### src/rtl/ahb_arb_pkg.sv
// Shared constants and helpers for the AHB QoS arbiter.
package ahb_arb_pkg;

    // Static priority encoding of the fabric masters; higher value wins.
    localparam int unsigned PRIO_DMA = 0;
    localparam int unsigned PRIO_NET = 1;
    localparam int unsigned PRIO_CIM = 2;
    localparam int unsigned PRIO_CPU = 3;

    localparam int unsigned DEFAULT_AGE_W = 8;
    localparam int unsigned MAX_MASTERS   = 16;

    // Index of the set bit of a one-hot vector (0 when the vector is zero).
    function automatic logic [3:0] onehot_to_idx(input logic [MAX_MASTERS-1:0] oh);
        logic [3:0] idx;
        idx = '0;
        for (int i = 0; i < int'(MAX_MASTERS); i++) begin
            if (oh[i]) begin
                idx = 4'(i);
            end
        end
        return idx;
    endfunction

endpackage

### src/rtl/ahb_rr_pick.sv
// Rotating first-one selector: first set bit of cand scanning from ptr+1 upward, wrapping.
module ahb_rr_pick #(
    parameter int unsigned N     = 4,
    parameter int unsigned IDX_W = $clog2(N)
) (
    input  logic [N-1:0]     cand,
    input  logic [IDX_W-1:0] ptr,
    output logic [N-1:0]     pick_onehot,
    output logic [IDX_W-1:0] pick_idx,
    output logic             any
);

    logic [IDX_W-1:0] sel;

    // Scan N positions starting just after the pointer; the pointer itself is checked last.
    always_comb begin
        pick_onehot = '0;
        pick_idx    = '0;
        any         = 1'b0;
        sel         = '0;
        for (int unsigned k = 1; k <= N; k++) begin
            sel = IDX_W'((32'(ptr) + k) % N);
            if (!any && cand[sel]) begin
                any              = 1'b1;
                pick_idx         = sel;
                pick_onehot[sel] = 1'b1;
            end
        end
    end

endmodule

### src/rtl/ahb_qos_arbiter.sv
// AHB master arbiter: registered grants on HREADY, static priority with round-robin tie-break,
// locked-burst ownership and starvation aging.
module ahb_qos_arbiter import ahb_arb_pkg::*; #(
    parameter int unsigned NUM_MASTERS = 4,
    parameter int unsigned PRIO_W      = 2,
    parameter int unsigned AGE_W       = DEFAULT_AGE_W,
    parameter int unsigned IDX_W       = $clog2(NUM_MASTERS)
) (
    input  logic                          clk,
    input  logic                          rst_n,
    input  logic [NUM_MASTERS-1:0]        req,
    input  logic [NUM_MASTERS*PRIO_W-1:0] prio,
    input  logic [NUM_MASTERS-1:0]        lock,
    input  logic                          hready,
    input  logic [AGE_W-1:0]              age_thresh,
    output logic [NUM_MASTERS-1:0]        grant,
    output logic [IDX_W-1:0]              winner,
    output logic                          grant_valid,
    output logic                          boosted
);

    logic [NUM_MASTERS-1:0] grant_q, grant_d;
    logic [IDX_W-1:0]       winner_q, winner_d;
    logic [IDX_W-1:0]       rr_ptr_q, rr_ptr_d;
    logic                   grant_valid_q, grant_valid_d;
    logic                   boosted_q, boosted_d;
    logic [AGE_W-1:0]       age_q [NUM_MASTERS];
    logic [AGE_W-1:0]       age_d [NUM_MASTERS];

    logic [NUM_MASTERS-1:0] starved;
    logic [NUM_MASTERS-1:0] top_prio;
    logic [NUM_MASTERS-1:0] cand;
    logic [PRIO_W-1:0]      max_prio;
    logic                   any_starved;
    logic                   hold_lock;

    logic [NUM_MASTERS-1:0] pick_onehot;
    logic [IDX_W-1:0]       pick_idx;
    logic                   pick_any;

    // Candidate filter: starved requesters outrank everyone, else the highest static priority.
    always_comb begin
        starved  = '0;
        top_prio = '0;
        max_prio = '0;
        for (int i = 0; i < int'(NUM_MASTERS); i++) begin
            starved[i] = req[i] && (age_thresh != '0) && (age_q[i] >= age_thresh);
            if (req[i] && (prio[i*PRIO_W +: PRIO_W] > max_prio)) begin
                max_prio = prio[i*PRIO_W +: PRIO_W];
            end
        end
        for (int i = 0; i < int'(NUM_MASTERS); i++) begin
            top_prio[i] = req[i] && (prio[i*PRIO_W +: PRIO_W] == max_prio);
        end
        any_starved = |starved;
        cand        = any_starved ? starved : top_prio;
    end

    ahb_rr_pick #(
        .N     (NUM_MASTERS),
        .IDX_W (IDX_W)
    ) u_rr_pick (
        .cand        (cand),
        .ptr         (rr_ptr_q),
        .pick_onehot (pick_onehot),
        .pick_idx    (pick_idx),
        .any         (pick_any)
    );

    // The current owner keeps the bus while it still requests with lock asserted.
    assign hold_lock = grant_valid_q && lock[winner_q] && req[winner_q];

    // Next grant state; only an HREADY edge without a held lock takes a new arbitration result.
    always_comb begin
        grant_d       = grant_q;
        winner_d      = winner_q;
        rr_ptr_d      = rr_ptr_q;
        grant_valid_d = grant_valid_q;
        boosted_d     = boosted_q;
        if (hready && !hold_lock) begin
            grant_d       = pick_onehot;
            grant_valid_d = pick_any;
            boosted_d     = pick_any && any_starved;
            // Winner holds its last value when nobody requests so the mux select stays quiet.
            if (pick_any) begin
                winner_d = pick_idx;
                rr_ptr_d = pick_idx;
            end
        end
    end

    // Per-master wait counters: clear when idle or granted, otherwise saturating increment.
    always_comb begin
        for (int i = 0; i < int'(NUM_MASTERS); i++) begin
            age_d[i] = age_q[i];
            if (!req[i] || grant_q[i]) begin
                age_d[i] = '0;
            end else if (age_q[i] != '1) begin
                age_d[i] = age_q[i] + AGE_W'(1);
            end
        end
    end

    // State registers; reset forgets any lock and hands master 0 the first tie-break.
    always_ff @(posedge clk or negedge rst_n) begin
        if (!rst_n) begin
            grant_q       <= '0;
            winner_q      <= '0;
            rr_ptr_q      <= IDX_W'(NUM_MASTERS - 1);
            grant_valid_q <= 1'b0;
            boosted_q     <= 1'b0;
            for (int i = 0; i < int'(NUM_MASTERS); i++) begin
                age_q[i] <= '0;
            end
        end else begin
            grant_q       <= grant_d;
            winner_q      <= winner_d;
            rr_ptr_q      <= rr_ptr_d;
            grant_valid_q <= grant_valid_d;
            boosted_q     <= boosted_d;
            for (int i = 0; i < int'(NUM_MASTERS); i++) begin
                age_q[i] <= age_d[i];
            end
        end
    end

    assign grant       = grant_q;
    assign winner      = winner_q;
    assign grant_valid = grant_valid_q;
    assign boosted     = boosted_q;

    // Grant is one-hot or zero, and the winner index agrees with a live grant.
    a_grant_onehot0 : assert property (@(posedge clk) disable iff (!rst_n) $onehot0(grant_q));
    a_winner_match : assert property (@(posedge clk) disable iff (!rst_n)
        grant_valid_q |-> (winner_q == IDX_W'(onehot_to_idx(MAX_MASTERS'(grant_q)))));

endmodule

### config.mk
export PLATFORM = sky130hd
export DESIGN_NAME = ahb_qos_arbiter
export DESIGN_NICKNAME = d
export VERILOG_FILES = /design/src/rtl/ahb_arb_pkg.sv /design/src/rtl/ahb_rr_pick.sv /design/src/rtl/ahb_qos_arbiter.sv
export SDC_FILE = /design/constraint.sdc
export NUM_CORES = 1
export LEC_CHECK = 0
export ABC_AREA = 0
export CAP_MARGIN = 20
export CORE_ASPECT_RATIO = 1.5
export CORE_UTILIZATION = 55
export CTS_BUF_LIST = sky130_fd_sc_hd__clkbuf_16
export DETAILED_ROUTE_END_ITERATION = 8
export GPL_TIMING_DRIVEN = 0
export PLACE_DENSITY_LB_ADDON = 0.25
export SLEW_MARGIN = 20
export SYNTH_ARGS = -nofsm -noshare
export SYNTH_HDL_FRONTEND = slang
export SYNTH_SLANG_ARGS = --single-unit
### constraint.sdc
create_clock -name clk -period 3.3 [get_ports clk]
set_clock_uncertainty 0.1 [all_clocks]
set_input_delay 0.66 -clock clk [delete_from_list [all_inputs] [get_ports clk]]
set_output_delay 0.66 -clock clk [all_outputs]
set_load 0.01 [all_outputs]
; Word level (Yosys, flattened, before mapping)
; Cells that the tools add are included.
[totals]
romBits = 0
ram_bits = 0
output_inout_bits = 8
latchBits = 0
input_bits = 27
n_memories = 0
word_cells = 136
reg_bits = 42
[op_classes]
n_reduce_logical = 46
bitwise = 3
n_mux = 45
n_mul = 0
order_cmp = 17
n_eq_ne = 8
n_div = 0
shifts = 0
n_addsub = 8
[op_table]
columns = cell, n
row1 = $mux W8, 8
row2 = $add A8 B1 Y8 const B, 4
row3 = $ge A8 B8 Y1, 4
row4 = $ne A8 B8 Y1 const B, 4
row5 = $logic_and A1 B1 Y1, 27
row6 = $mux W4, 5
row7 = $mux W2, 8
row8 = $lt A2 B3 Y1 const B, 5
row9 = $mux W1, 14
row10 = $bmux W1 S2, 6
row11 = $or A4 B4 Y4, 3
row12 = $demux W1 S2, 4
row13 = $eq A2 B2 Y1, 4
row14 = $ge A2 B1 Y1 const B, 4
row15 = $logic_not A1 Y1, 8
row16 = $reduce_bool A2 Y1, 4
row17 = $reduce_bool A8 Y1, 1
row18 = $gt A2 B2 Y1, 3
row19 = $add A2 B1 Y2 const B, 2
row20 = $add A2 B2 Y2 const B, 2
row21 = $logic_or A1 B1 Y1, 4
row22 = $reduce_or A4 Y1, 1
row23 = $gt A2 B1 Y1 const B, 1
row24 = $reduce_and A2 Y1, 1

; Logic depth before layout (Yosys ltp)
[logic_depth]
word_depth = 28
depth_mapped = 24
depth_no_buf = 23

; Cells and area by module
; From an unflattened synthesis, not the netlist that was laid out.
[hier_totals]
hier_cells = 430
hier_area_um2 = 3866.2
[modules_own_cells]
columns = mod, seq_area_each_um2, cells_per_inst, area_each_um2, instances
row1 = ahb_qos_arbiter, 1053.5, 362, 3340.7, 1
row2 = ahb_rr_pick, 0.0, 68, 525.5, 1

; Least setup slack after synthesis
; Ideal clock, no wire load.
[synth_path]
path_type = input port to flip-flop
from = in prio[1]
to = reg winner_q[0], in the netlist winner[0]
n_path_buf = 1
required_ns = 3.072
arrival_ns = 4.958
stages = 22
path_slack_ns = -1.886
setup_ns = 0.128
cell_sequence = nand2_1 -> ha_1 -> nor2b_4 -> o211a_4 -> o21a_2 -> ha_1 -> nor2b_4 -> o211a_1 -> nand2b_1 -> nand2_1 -> ha_1 -> nor2b_4 -> o211ai_2 -> o2111ai_1 -> mux2_1 -> and3_4 -> o31a_1 -> a211oi_1 -> buf_4 -> a211oi_2 -> nor4_2 -> nor2_1
[synth_via]
elab_chain_cells = 28
word_cells_on_any_way = 44
cone_classes = order compare: 4 / eq/ne: 4 / mux: 21 / reduce/logical: 15
[synth_rtl]
columns = item, line_no
row1 = start: declaration, ahb_qos_arbiter.sv:12  ; input logic [NUM_MASTERS*PRIO_W-1:0] prio,
row2 = $gt A2 B1 Y1, ahb_qos_arbiter.sv:48  ; if (req[i] && (prio[i*PRIO_W +: PRIO_W] > max_prio)) begin
row3 = $logic_and A1 B1 Y1, ahb_qos_arbiter.sv:48
row4 = $mux W2, ahb_qos_arbiter.sv:48
row5 = $gt A2 B2 Y1, ahb_qos_arbiter.sv:48
row6 = $logic_and A1 B1 Y1, ahb_qos_arbiter.sv:48
row7 = $mux W2, ahb_qos_arbiter.sv:48
row8 = $gt A2 B2 Y1, ahb_qos_arbiter.sv:48
row9 = $logic_and A1 B1 Y1, ahb_qos_arbiter.sv:48
row10 = [... 12 more ...], n/a
row11 = $mux W1, ahb_rr_pick.sv:23  ; if (!any && cand[sel]) begin
row12 = $logic_not A1 Y1, ahb_rr_pick.sv:23
row13 = $logic_and A1 B1 Y1, ahb_rr_pick.sv:23
row14 = $mux W1, ahb_rr_pick.sv:23
row15 = $logic_not A1 Y1, ahb_rr_pick.sv:23
row16 = $logic_and A1 B1 Y1, ahb_rr_pick.sv:23
row17 = $mux W1, ahb_rr_pick.sv:23
row18 = $reduce_and A2 Y1 (no line), n/a
row19 = end signal: assignment, ahb_qos_arbiter.sv:117  ; winner_q <= winner_d;
row20 = end: declaration, ahb_qos_arbiter.sv:23  ; logic [IDX_W-1:0] winner_q, winner_d;
; Every way passes the cells marked *; elsewhere a longest branch is shown, timed or not. The select of a mux whose other input is x is not followed.
; A chain may end at the register's enable or synchronous reset.

; Worst setup path after layout
[layout_path]
from = in req[0]
to = reg grant_q[1], in the netlist grant[1]
[layout_via]
elab_chain_cells = 26
word_cells_on_any_way = 52
cone_classes = order compare: 3 / eq/ne: 4 / mux: 22 / bitwise: 3 / reduce/logical: 20
[layout_rtl]
columns = item, line_no
row1 = start: declaration, ahb_qos_arbiter.sv:11  ; input logic [NUM_MASTERS-1:0] req,
row2 = $logic_and A1 B1 Y1, ahb_qos_arbiter.sv:48
row3 = $mux W2, ahb_qos_arbiter.sv:48
row4 = $gt A2 B2 Y1, ahb_qos_arbiter.sv:48
row5 = $logic_and A1 B1 Y1, ahb_qos_arbiter.sv:48
row6 = $mux W2, ahb_qos_arbiter.sv:48
row7 = $gt A2 B2 Y1, ahb_qos_arbiter.sv:48
row8 = $logic_and A1 B1 Y1, ahb_qos_arbiter.sv:48
row9 = $mux W2, ahb_qos_arbiter.sv:48
row10 = [... 10 more ...], n/a
row11 = $logic_and A1 B1 Y1, ahb_rr_pick.sv:23
row12 = $mux W1, ahb_rr_pick.sv:23
row13 = $logic_not A1 Y1, ahb_rr_pick.sv:23
row14 = $logic_and A1 B1 Y1, ahb_rr_pick.sv:23
row15 = $mux W1, ahb_rr_pick.sv:23
row16 = $logic_not A1 Y1, ahb_rr_pick.sv:23
row17 = $logic_and A1 B1 Y1, ahb_rr_pick.sv:23
row18 = $mux W4, ahb_rr_pick.sv:23
row19 = end signal: assignment, ahb_qos_arbiter.sv:116  ; grant_q <= grant_d;
row20 = end: declaration, ahb_qos_arbiter.sv:22  ; logic [NUM_MASTERS-1:0] grant_q, grant_d;
; Several ways; a longest one is shown, not always the timed one. The select of a mux whose other input is x is not followed.

==> run metrics <==
buffers from clock root to sink, at most=2; sequential-to-total area share from yosys stat=25.9%; final core occ=74.5%; Fillers=502; required arrival time at the worst endpoint=3430 ps; total of max-cap violations=0; via count of the first global-routing pass=4044; post-synthesis async set-or-reset flop share=100%; number of buffers inserted during clock tree synthesis=5; PD cells=539 mW/mm^2; Detail Route Antenna Nets=0; most common cell after layout, fill and taps aside=ha_1; number of vias in the routed layout=3912; final clock period utilization by the worst path=153%; leakage power total=~2.4 nW; nature of the critical path endpoint=flop; root buf cell=clkbuf_16; number of optimization iterations in the first detailed-route pass=5; violations in the final reports=setup timing; overflow left after global routing=0; setup repair after global routing missed its margin=true; clock transition at the registers of the reported paths=roughly 70 ps; Slew Limit Headroom=46.7%; filler-free cell count of the finished design=627; number of pins with negative max-slew slack in the final report=0; final routed wirelength across all metal layers=11.7 mm; Cell Count Post-Placement=582; count of nets after finishing=between 600 and 700; transition time of the tightest slew-check pin=between 700 and 800 ps; effective utilization at floorplan=56.6%; Final Worst Setup Slack=-1740 ps; I/O Pins=35; die boundary height=between 100 and 150 um; r2r setup slk=-490 ps; Mean Syn Cell Area=9.07 um^2; number of nets in the synthesized netlist=525; number of standard cells after synthesis=448; post-synthesis cell type count=82; width of the chip=72.2 um; wire length of the first global-routing pass=between 15 and 20 mm; pin count of the biggest net entering global routing=32; Final Hold Fails=0; terminus of the critical flop-to-flop path=grant[1]; clock sink count=between 40 and 50; standard-cell row count=38; CP Max Fanout=6; Critical Path AT=between 5000 and 6000 ps; peak supply drop=around 530 uV; routed via count divided by cell count=6.24; achievable frequency=198 MHz; Final GP Congestion=0.910; layout-stage area growth over the synthesis result=31.7%; Worst R2R Path Depth=10; startpoint type of the worst setup path=primary input; count of port buffers added during placement=33; share of layout cells above drive strength 1=25.0%; count of flip-flops with a built-in enable after synthesis=0; category of the most critical setup path=in2reg; diodes inserted=0; startpoint of the most critical register-to-register path=rr_ptr_q[0]; maximum level of the CTS H-tree=2; Die Area=0.00774 mm^2; netlist area before placement=0.00406 mm^2; worst hold-check path type=in2async; Iter 0 DRT Violations=183; wire per inst=18.6 um; number of warnings reported in the yosys synthesis log=0; clock tree from TritonCTS=yes; flip-flop and latch count after synthesis=42; core area=0.00718 mm^2; Final Setup Violations=9; HPWL after DPL=a little under 8 mm; global-route usage over all layers=31.1%; Top FF cell, synth=dfrtp_1; commonest cells after routing, fill and taps aside=ha_1, dfrtp_1, nor2_1; count of unresolved DRC violations after routing=0; result of the run=complete, but fails checks; initial antenna violation count=0; Clk Latency, worst-skew pair=290 ps; post-layout minimum cycle time=5040 ps
==> area by class of cell <==
type	instances	area, um^2	area share (%)
Clock buffer	5	125	2.34
Sequential cell	42	1050	19.7
Inverter	27	101	1.89
Clock inverter	3	23.8	0.444
Multi-Input combinational cell	371	3230	60.3
Buffer	9	50.0	0.935
Timing Repair Buffer	70	643	12.0
Tap cell	100	125	2.34
==> critical path: stages <==
cell       delay [ps]
buf_12            110
nand2_8            60
ha_4              190
nor2b_4           140
o211a_4           240
o21a_4            230
ha_4              240
nor2b_4           130
o211ai_2          180
buf_4             150
o211ai_2           80
and2_1            170
ha_1              290
nand2_2           120
o211ai_4          120
buf_6             170
a31oi_4           190
mux2_4            350
a311oi_4          390
nand2_1           160
a2111oi_4         310
buf_4             210
o221ai_1          160
nand3_1           120
==> cell usage after synthesis, types with 3 or more instances <==
library cell	count	area share (%)
a21boi_0	4	0.74
dfrtp_1	40	25
nor2b_4	3	1.0
nor2_1	39	3.6
xor2_1	8	1.7
xnor2_1	5	1.1
or2_2	4	0.62
a21o_1	8	1.5
nand2b_1	12	1.8
and3_1	11	1.7
mux2i_1	5	1.2
o211ai_2	6	1.8
o31ai_1	5	0.92
nand3_1	22	2.7
clkbuf_1	6	0.55
a311oi_1	3	0.65
o221ai_1	4	0.86
o21ai_0	17	2.1
o21a_1	13	2.4
inv_1	26	2.4
nand4_1	14	2.2
a21oi_1	15	1.8
nor3_1	5	0.62
nand2_1	25	2.3
ha_1	50	15
and2_1	6	0.92
a31oi_1	12	1.8
a2111oi_1	4	0.99
o211a_1	3	0.74
nand3b_1	3	0.55
a211oi_1	6	1.1
==> what timing repair did <==
action,CTS,global route
buffers inserted,34,2
pin swaps,33,17
setup endpoints to repair,9,10
hold buffers,0,0
gates resized for setup,60,20
gates cloned,0,1
==> power by group <==
part | total (mW) | switching (mW) | internal [mW]
combinational | 1.64 | 0.865 | 0.771
clock | 0.510 | 0.227 | 0.283
sequential | 0.737 | 0.126 | 0.611
==> how the worst max path moves through the flow <==
stage	start	slack, ps	endpoint
final	req[0]	-1740	grant[1]
after global routing	prio[0]	-1910	grant[1]
after CTS	req[0]	-1630	rr_ptr_q[0]
after detailed placement	req[0]	-2980	winner[0]
after global placement	req[0]	-2840	winner[0]
after floorplan	prio[1]	-1640	grant[0]
==> per-layer routing <==
layer | vias up | part of all wire [%] | global-route usage (%) | routed length (um)
li1 | 1856 | - | - | -
met1 | 1887 | 39 | 34.4 | 4590
met2 | 128 | 53 | 57.5 | 6150
met3 | 41 | 4.1 | 3.93 | 478
met4 | 0 | 3.9 | 14.7 | 458
met5 | - | 0 | 0 | 0
==> per-stage QoR <==
step	hold WS (ps)	total power, mW	TNS [ps]	worst slack [ps]	cell area [um^2]
finish	147	2.88	-14450	-1740	5350
global route	169	3.03	-16110	-1910	5350
CTS	159	2.70	-13910	-1630	5240
detailed placement	415	1.96	-25670	-2980	4660
global placement	403	1.92	-24520	-2840	4640
floorplan	264	1.58	-14040	-1640	4190
==> cell families (layout without fill, tap and decap cells) <==
| logic type | Yosys count | count (layout) | synth area share, % |
|---|---|---|---|
| DFF | 42 | 42 | 25.9 |
| AOI/OAI and AO/OA | 130 | 131 | 26.0 |
| adders and majority gates | 50 | 50 | 15.4 |
| and+or+nand+nor | 168 | 168 | 23.9 |
| xor gates and xnor gates | 13 | 13 | 2.80 |
| muxes | 9 | 9 | 2.43 |
| buffers and inverters | 36 | 114 | 3.54 |
==> state kept, by name, indices dropped and copies added, names as in the netlist <==
name         cells
age_q           32
boosted          1
grant            4
grant_valid      1
rr_ptr_q         2
winner           2
(Power assumes the default switching activity.)
